## src/rtl/mem_arbiter.sv

```systemverilog
// mem_arbiter: shares one pipelined memory port between the instruction-cache
// and data-cache controllers. It issues 8-word block fills for read misses and
// single-word write-through stores, routes returned words back with their index,
// and produces the stalls that hold each requester until its work is finished.
//
// Handshake: a requester holds *_req (with its address/data stable) for as long
// as its *_stall output reads 1. A store is accepted in the cycle where d_stall
// reads 0. A fill is complete in the cycle where the stall drops (the DONE
// state). The memory port has no back-pressure. Each cycle with mem_en=1 is one
// accepted command, and every read gets exactly one mem_rvalid pulse, returned
// in issue order.
module mem_arbiter #(
  parameter int BLOCK_WORDS = 8,
  parameter int IDX_W       = 3
) (
  input  logic             clk,
  input  logic             rst,
  input  logic             i_req,
  input  logic [15:0]      i_addr,
  input  logic             d_req,
  input  logic             d_wr,
  input  logic [15:0]      d_addr,
  input  logic [15:0]      d_wdata,
  output logic             mem_en,
  output logic             mem_wr,
  output logic [15:0]      mem_addr,
  output logic [15:0]      mem_wdata,
  input  logic [15:0]      mem_rdata,
  input  logic             mem_rvalid,
  output logic [15:0]      fill_data,
  output logic [IDX_W-1:0] fill_word,
  output logic             i_fill_valid,
  output logic             d_fill_valid,
  output logic             i_stall,
  output logic             d_stall,
  output logic [2:0]       dbg_state
);

  typedef enum logic [2:0] {
    S_IDLE   = 3'd0,
    S_I_FILL = 3'd1,
    S_D_FILL = 3'd2,
    S_I_DONE = 3'd3,
    S_D_DONE = 3'd4
  } state_t;

  localparam logic [IDX_W:0]   ISS_MAX  = (IDX_W+1)'(BLOCK_WORDS);
  localparam logic [IDX_W-1:0] LAST_RCV = IDX_W'(BLOCK_WORDS - 1);

  state_t           r_state;
  state_t           w_next;
  logic [IDX_W:0]   r_iss;
  logic [IDX_W-1:0] r_rcv;
  logic [15:0]      r_base;

  logic             w_fill;
  logic             w_issue;
  logic             w_start;
  logic [15:0]      w_start_addr;

  // Fill bookkeeping: an issue slot remains while fewer than BLOCK_WORDS reads have gone out.
  always_comb begin
    w_fill  = (r_state == S_I_FILL) || (r_state == S_D_FILL);
    w_issue = w_fill && (r_iss < ISS_MAX);
  end

  // Next-state selection and memory-port / fill-return drive.
  always_comb begin
    w_next       = r_state;
    w_start      = 1'b0;
    w_start_addr = 16'h0000;
    mem_en       = 1'b0;
    mem_wr       = 1'b0;
    mem_addr     = 16'h0000;
    mem_wdata    = 16'h0000;
    i_fill_valid = 1'b0;
    d_fill_valid = 1'b0;
    case (r_state)
      S_IDLE: begin
        if (d_req && d_wr) begin
          // Write-through store goes straight out. The FSM stays in IDLE.
          mem_en    = 1'b1;
          mem_wr    = 1'b1;
          mem_addr  = d_addr;
          mem_wdata = d_wdata;
        end else if (d_req) begin
          w_next       = S_D_FILL;
          w_start      = 1'b1;
          w_start_addr = d_addr;
        end else if (i_req) begin
          w_next       = S_I_FILL;
          w_start      = 1'b1;
          w_start_addr = i_addr;
        end
      end
      S_I_FILL, S_D_FILL: begin
        if (w_issue) begin
          mem_en   = 1'b1;
          mem_addr = r_base + 16'({r_iss, 1'b0});
        end
        if (mem_rvalid) begin
          i_fill_valid = (r_state == S_I_FILL);
          d_fill_valid = (r_state == S_D_FILL);
          if (r_rcv == LAST_RCV)
            w_next = (r_state == S_I_FILL) ? S_I_DONE : S_D_DONE;
        end
      end
      S_I_DONE, S_D_DONE: w_next = S_IDLE;
      default:            w_next = S_IDLE;
    endcase
  end

  // State, counters and block base. The counters are cleared whenever a fill starts.
  always_ff @(posedge clk) begin
    if (rst) begin
      r_state <= S_IDLE;
      r_iss   <= '0;
      r_rcv   <= '0;
      r_base  <= 16'h0000;
    end else begin
      r_state <= w_next;
      if (w_start) begin
        r_iss  <= '0;
        r_rcv  <= '0;
        r_base <= w_start_addr & 16'hFFF0;
      end else if (w_fill) begin
        if (w_issue)    r_iss <= r_iss + 1'b1;
        if (mem_rvalid) r_rcv <= r_rcv + 1'b1;
      end
    end
  end

  // Returned word, its index, the stalls and the debug view of the state.
  always_comb begin
    fill_data = mem_rdata;
    fill_word = r_rcv;
    d_stall   = d_req & (d_wr ? (r_state != S_IDLE) : (r_state != S_D_DONE));
    i_stall   = i_req & (r_state != S_I_DONE);
    dbg_state = r_state;
  end

endmodule
```

## config.mk

```make
export PLATFORM = sky130hd
export DESIGN_NAME = mem_arbiter
export DESIGN_NICKNAME = d
export VERILOG_FILES = /design/src/rtl/mem_arbiter.sv
export SDC_FILE = /design/constraint.sdc
export NUM_CORES = 1
export LEC_CHECK = 0
export CORE_AREA = 2 2 72 74
export DETAILED_ROUTE_END_ITERATION = 8
export DIE_AREA = 0 0 74 76
export PLACE_DENSITY = 0.89
export SYNTH_ARGS = -nofsm -noshare
export SYNTH_HDL_FRONTEND = slang
export SYNTH_SLANG_ARGS = --single-unit
```

## constraint.sdc

```tcl
create_clock -name clk -period 3.29 [get_ports clk]
set_input_delay 0.987 -clock clk [delete_from_list [all_inputs] [get_ports clk]]
set_output_delay 0.987 -clock clk [all_outputs]
set_load 0.01 [all_outputs]
```

==> metrics.txt, run 1 <==
CORE AREA=approximately 0.005 mm²; Post-DRT Antenna Nets=0; Buffers on Ports=93; Post-Synthesis Cells=209; Mean Syn Cell Area=roughly 8.4 µm²; GR Overflow Total=0; Setup WS pre-CTS=-0.327 ns; Slew HR=0.659; TritonCTS clock tree=built; Num CTS Buffers=3; Initial Util=0.356; DP HPWL=between 3000 and 4000 µm; Hold Buf Count CTS=0; reg-to-reg endpoint=r_base[11]$_SDFFE_PP0P_; Final Hold Viols=0; hold path cells=2; Worst Path Max Fanout=4; Placed Area=0.00264 mm²; CTS root buffer=clkbuf_8; antenna violations before repair=0; status=complete, no violations; max-cap viol count=0; clk sinks=22; vias after detailed routing=about 1700; Least-Margin Pin Slew=~0.51 ns; vias per cell=4.89; vias in the first global route=1702; mapped cell area=0.00175 mm²; Final GP Congestion=approximately 0.81; Setup crit end kind=output port; Hold Path Origin=r_iss[1]$_SDFFE_PP0N_; Diodes inserted=0; clock-pin slew on the worst setup and hold paths=0.08 ns; register area share after synthesis=0.252; largest net degree at the start of global routing=20; Die X=~74 µm; Longest Clk Path Bufs=2; f_max=approximately 0.31 GHz; Hold EP=r_iss[1]$_SDFFE_PP0N_; fin util=0.541; Ys Warns=0; DP Cell Count=approximately 360; DRC Markers=0; Power Density=about 290 mW/mm²; Post-Route WL=4940 µm; Req. time, crit path=~2.3 ns; Crit Path Class=input port to output port; unique cell type count in the Yosys netlist=44; final cell count without fillers=358; fin crit share=0.976; Fillers=458; minimum clock period=between 3 and 4 ns; HP Class=flop to flop; EDFF count, synth=0; TritonRoute pass-1 iters=4; initial drt markers=51; Reg2Reg Launch Point=dbg_state[1]$_SDFFE_PP0P_; die area=about 0.0056 mm²; syn nets=284; Top FF cell, synth=dfxtp_1; die height=76 µm; VDD IR-drop max=153 µV; H-Tree Depth=1; wire per inst=between 10 and 15 µm; Slew Limit Fails=0; I/O Pins=130; leakage power=around 1.1 nW; worst setup margin=0.0788 ns; Worst EP arrival=around 2.2 ns; CP startpoint kind=input port; FF-to-FF setup slack=roughly 1.7 ns; unrepaired setup endpoints after global routing=no; worst-skew pair later-pin latency=between 0.2 and 0.3 ns; share of layout cells above drive strength 1=0.139; Core Rows=26; first-pass GRT wire length=around 7600 µm; synthesis-to-finish area growth=52.1%; total track usage=0.169; ys async rst share=0; NumNets Final=~370; Setup Viol. Count Final=0; FF-to-FF path depth=5; Final Instance Area=0.00266 mm²; synthesized flop and latch total=22; Worst Skew=0.00147 ns
## area by class of cell
| type | instances | area (µm²) | share of cell area |
|---|---|---|---|
| repair buffers | 107 | 1010 | 0.381 |
| inverters | 3 | 11.3 | 0.00424 |
| clock buffers | 3 | 41.3 | 0.0155 |
| multi-input cells | 153 | 1070 | 0.401 |
| well taps | 70 | 87.6 | 0.0329 |
| flip-flops and latches | 22 | 440 | 0.166 |
## sequential cells by signal, summed over array words and instances, names as in the netlist
name       cells
dbg_state      3
r_base        12
fill_word      3
r_iss          4
## report_power, final
| part | leakage, nW | switching [mW] | internal [mW] |
|---|---|---|---|
| sequential | 0.180 | 0.0258 | 0.287 |
| combinational | 0.874 | 0.133 | 0.164 |
| clock | 0.0216 | 0.0856 | 0.0817 |
## cells in the mapped netlist, types with 4 or more instances
master / number / area share
xnor2_1: 13 / 0.065
nor2_2: 6 / 0.021
a311oi_1: 4 / 0.020
nor3_1: 4 / 0.011
buf_6: 7 / 0.045
ha_1: 5 / 0.036
dfxtp_1: 22 / 0.25
o21ai_1: 6 / 0.017
nor2_1: 17 / 0.037
a22oi_1: 8 / 0.034
buf_4: 18 / 0.077
nand2_1: 22 / 0.047
and2_1: 18 / 0.064
a211oi_2: 7 / 0.050
## routing by layer
layer | global-route usage | wire [µm] | up-vias
li1 | - | - | 870
met1 | 0.187 | 1980 | 804
met2 | 0.312 | 2510 | 63
met3 | 0.0198 | 352 | 12
met4 | 0.0764 | 95 | 0
met5 | 0 | 0 | -
## stage by stage
stage          hold slack, ns  power [mW]  setup TNS, ns
2_1_floorplan           0.477       0.504              0
3_3_place_gp            0.490       0.628          -8.86
3_5_place_dp            0.499       0.636          -9.51
4_1_cts                 0.510       0.782              0
5_1_grt                 0.548       0.818              0
6_report                0.509       0.777              0
## kinds of logic after synthesis
family          count (synthesis)  share of synthesized area
simple gates                   88                      0.273
compound gates                 43                      0.204
buf+inv                        34                      0.145
flops                          22                      0.252
xor+xnor                       15                     0.0795
fa+ha+maj                       5                     0.0358
mux                             2                     0.0115
## worst max-delay path, cell delays in order
cell and delay, ns:
clkdlybuf4s50_1 0.42, buf_4 0.15, xnor2_1 0.12, o31a_1 0.26, dlygate4sd2_1 0.28
## worst max-delay path by stage
stage,endpoint,startpoint,slack (ns)
after floorplan,mem_addr[0],d_req,0.55
after global placement,mem_addr[10],d_req,-0.30
after detailed placement,mem_addr[13],d_req,-0.33
after CTS,mem_addr[4],d_wr,0.04
after global routing,mem_addr[7],d_wr,0.0002
final,d_stall,d_wr,0.08
## cells in the final DEF, fill, tap and decap left out, types with 3 or more instances in the layout
cell / instances
nand3_1: 3
a211oi_2: 7
xnor2_1: 13
and2_1: 18
nor2_1: 17
clkbuf_8: 3
a311oi_1: 4
a22o_1: 3
a22oi_1: 8
dfxtp_1: 22
buf_4: 12
nor2_2: 6
o21ai_1: 6
nor3_1: 4
clkdlybuf4s50_1: 55
dlygate4sd2_1: 30
ha_1: 5
nand2b_1: 3
nor4_1: 3
inv_1: 3
nand2_1: 22
clkdlybuf4s15_1: 6
## repair_timing
action / 4_1_cts / 5_1_grt
gates cloned: 0 / 0
resized for setup: 39 / 10
setup endpoints to repair: 36 / 8
buffers inserted: 0 / 0
Power figures use the tool's default switching activity.
==> inputs of run 2 (changes only) <==
--- a/config.mk
+++ b/config.mk
@@ -5,6 +5,7 @@
 export SDC_FILE = /design/constraint.sdc
 export NUM_CORES = 1
 export LEC_CHECK = 0
+export CAP_MARGIN = 15
 export CORE_AREA = 2 2 72 74
 export DETAILED_ROUTE_END_ITERATION = 8
 export DIE_AREA = 0 0 74 76
==> results of run 2 <==
The final DEF is identical to that of run 1; final timing and power are the same.
==> inputs of run 3 (changes only) <==
--- a/config.mk
+++ b/config.mk
@@ -5,8 +5,10 @@
 export SDC_FILE = /design/constraint.sdc
 export NUM_CORES = 1
 export LEC_CHECK = 0
+export ABC_CLOCK_PERIOD_IN_PS = 3290
 export CAP_MARGIN = 15
 export CORE_AREA = 2 2 72 74
+export CTS_BUF_LIST = sky130_fd_sc_hd__clkbuf_16
 export DETAILED_ROUTE_END_ITERATION = 8
 export DIE_AREA = 0 0 74 76
 export PLACE_DENSITY = 0.89
==> run 3 against run 2 <==
Effect of this change: count of clock-buffer cells in the layout stayed put; critical path type unchanged; register-to-register slack better by 0.02 ns; final cell count stayed put; hold slack worse by 0.0040 ns; final area is 1.3% higher; wire length is 0.47% lower; utilization is 0.69 points higher; largest cell class unchanged; sequential share of layout area is 0.21 points lower; non-clock buffer count stayed put; clock skew is 0.0013 ns higher.
==> metrics.txt, run 3 (synthesized netlist as in run 1, its figures left out) <==
Post-DRT Antenna Nets=0 (unchanged); Worst Setup SP=d_wr; Worst Path Max Fanout=4 (unchanged); Buffers on Ports=93 (unchanged); most flop-heavy register=r_base; Placed Area=0.00264 mm² (unchanged); die area=0.00562 mm² (unchanged); sw frac=0.290 (-0.0242); Final Hold Viols=0 (unchanged); met3 usage=0.0238 (+0.00397); sequential cell area=440 µm² (unchanged); total track usage=0.169 (+0.000267); clock network fraction of total power=0.293 (+0.078); unrepaired setup endpoints after global routing=no; GR Overflow Total=0 (unchanged); clock-pin slew on the worst setup and hold paths=0.05 ns (-0.03 ns); Req. time, crit path=2.30 ns (about the same); sequential share of power=0.363 (-0.039); commonest non-fill, non-tap cell in the layout=clkdlybuf4s50_1; setup TNS=0 ns (unchanged); worst setup margin=0.0782 ns (-0.000616 ns); CTS root buffer=clkbuf_16; Top Registers=r_base x12, r_iss x4; Worst Skew=0.00282 ns (+0.00134 ns); VDD IR-drop max=182 µV (+19%); Final GP Congestion=0.814 (unchanged); Core Rows=26 (unchanged); die height=76 µm (unchanged); post_cts resized=39 (unchanged); Setup crit end kind=output port; crit path buf inv count=3 (unchanged); Least-Margin Pin Slew=0.518 ns (+0.00774 ns); minimum clock period=3.21 ns (+0.000616 ns); Worst EP arrival=2.22 ns (about the same); Hold Path Origin=r_iss[1]$_SDFFE_PP0N_; antenna violations before repair=0 (unchanged); Longest Clk Path Bufs=2 (unchanged); met1 usage=0.190 (+0.00327); M2 GR Usage=0.308 (-0.00357); Hold Buf Count CTS=0 (unchanged); Diodes inserted=0 (unchanged); max FFs per register=12 (unchanged); Crit Path Class=input port to output port; CORE AREA=0.00491 mm² (unchanged); Post-Route WL=4920 µm (-0.47%); Setup Buffers After CTS=0 (unchanged); Final Instance Area=0.00269 mm² (+1.3%); Setup WS pre-CTS=-0.327 ns (unchanged); fin util=0.548 (+0.00688); P_int=0.612 mW (+15%); wire per inst=13.7 µm (-0.47%); combinational share of power=0.344 (-0.039); Num CTS Buffers=3 (unchanged); DP HPWL=3930 µm (unchanged); Setup Viol. Count Final=0 (unchanged); Slew Limit Fails=0 (unchanged); share of layout cells above drive strength 1=0.139 (unchanged); status=complete, no violations; vias after detailed routing=1751 (+0.11%); switching pwr=0.251 mW (+2.4%); worst stage delay on the critical path=0.42 ns (about the same); multi-input logic area=0.00107 mm² (unchanged); most frequent cells in the layout=clkdlybuf4s50_1 (55), dlygate4sd2_1 (30), nand2_1 (22), dfxtp_1 (22), and2_1 (18); H-Tree Depth=1 (unchanged); HP Class=flop to flop; synthesis-to-finish area growth=54.0%; Fillers=456 (-0.44%); CP cell instances=clkdlybuf4s50_1, buf_4, xnor2_1, o31a_1, dlygate4sd2_1; clk sinks=22 (unchanged); first-pass GRT wire length=7640 µm (about the same); initial drt markers=48 (-5.9%); TritonRoute pass-1 iters=4 (unchanged); largest net degree at the start of global routing=20 (unchanged); vias per cell=4.89 (+0.11%); hold slack=0.505 ns (-0.00398 ns); crit-path leading delay family=buffers and inverters; Slew HR=0.654 (-0.00517); DRC Markers=0 (unchanged); TritonCTS clock tree=built; f_max=0.311 GHz (about the same); NumNets Final=365 (unchanged); I/O Pins=130 (unchanged); leakage power=1.09 nW (+1.4%); GRT busiest layer=met2; vias in the first global route=1692 (-0.59%); Power Density=320 mW/mm² (+9.6%); max-cap viol count=0 (unchanged); fin crit share=0.976 (about the same); CP startpoint kind=input port; Reg2Reg Launch Point=dbg_state[1]$_SDFFE_PP0P_; Die X=74 µm (unchanged); worst-skew pair later-pin latency=0.25 ns (about the same); Initial Util=0.356 (unchanged); Critical-path top delay cell=clkdlybuf4s50_1
## run 3: cell counts in the layout (fill, tap and decap cells not counted)
Identical to the previous run, type by type.
## run 3: final cells by class
cell class / count / area share
clock buffer: 3 / 0.0279
tap: 70 / 0.0325
multi-input combinational: 153 / 0.396
timing repair buffer: 107 / 0.376
inverter: 3 / 0.00418
sequential: 22 / 0.164
## run 3: metal layers
layer | vias up | share of wire
li1 | 871 | -
met1 | 796 | 0.39
met2 | 72 | 0.51
met3 | 12 | 0.075
met4 | 0 | 0.019
met5 | - | 0
## run 3: tightest hold or removal path, cell delays in order, from the launching register on
cell     delay, ns
dfxtp_1       0.33
nand2_1       0.08
a21oi_2       0.05
## run 3: path summary, 6_finish.rpt
path	endpoint	slack, ns	cells after the start
setup / recovery	d_stall	0.08	5
hold / removal	r_iss[1]$_SDFFE_PP0N_	0.50	2
hold reg to reg	r_iss[1]$_SDFFE_PP0N_	0.50	2
setup reg to reg	r_base[11]$_SDFFE_PP0P_	1.73	5
## run 3: power by group through the flow
stage | sequential, mW | combinational (mW) | clock (mW)
global placement | 0.317 | 0.312 | 0
detailed placement | 0.319 | 0.317 | 0
finish | 0.313 | 0.297 | 0.252
floorplan | 0.311 | 0.194 | 0
CTS | 0.313 | 0.299 | 0.257
global route | 0.316 | 0.323 | 0.266
## run 3: per-stage QoR
| stage | power (mW) | std cells |
|---|---|---|
| global placement | 0.628 | 355 |
| floorplan | 0.504 | 209 |
| global route | 0.905 | 358 |
| finish | 0.863 | 358 |
| CTS | 0.868 | 358 |
| detailed placement | 0.636 | 355 |
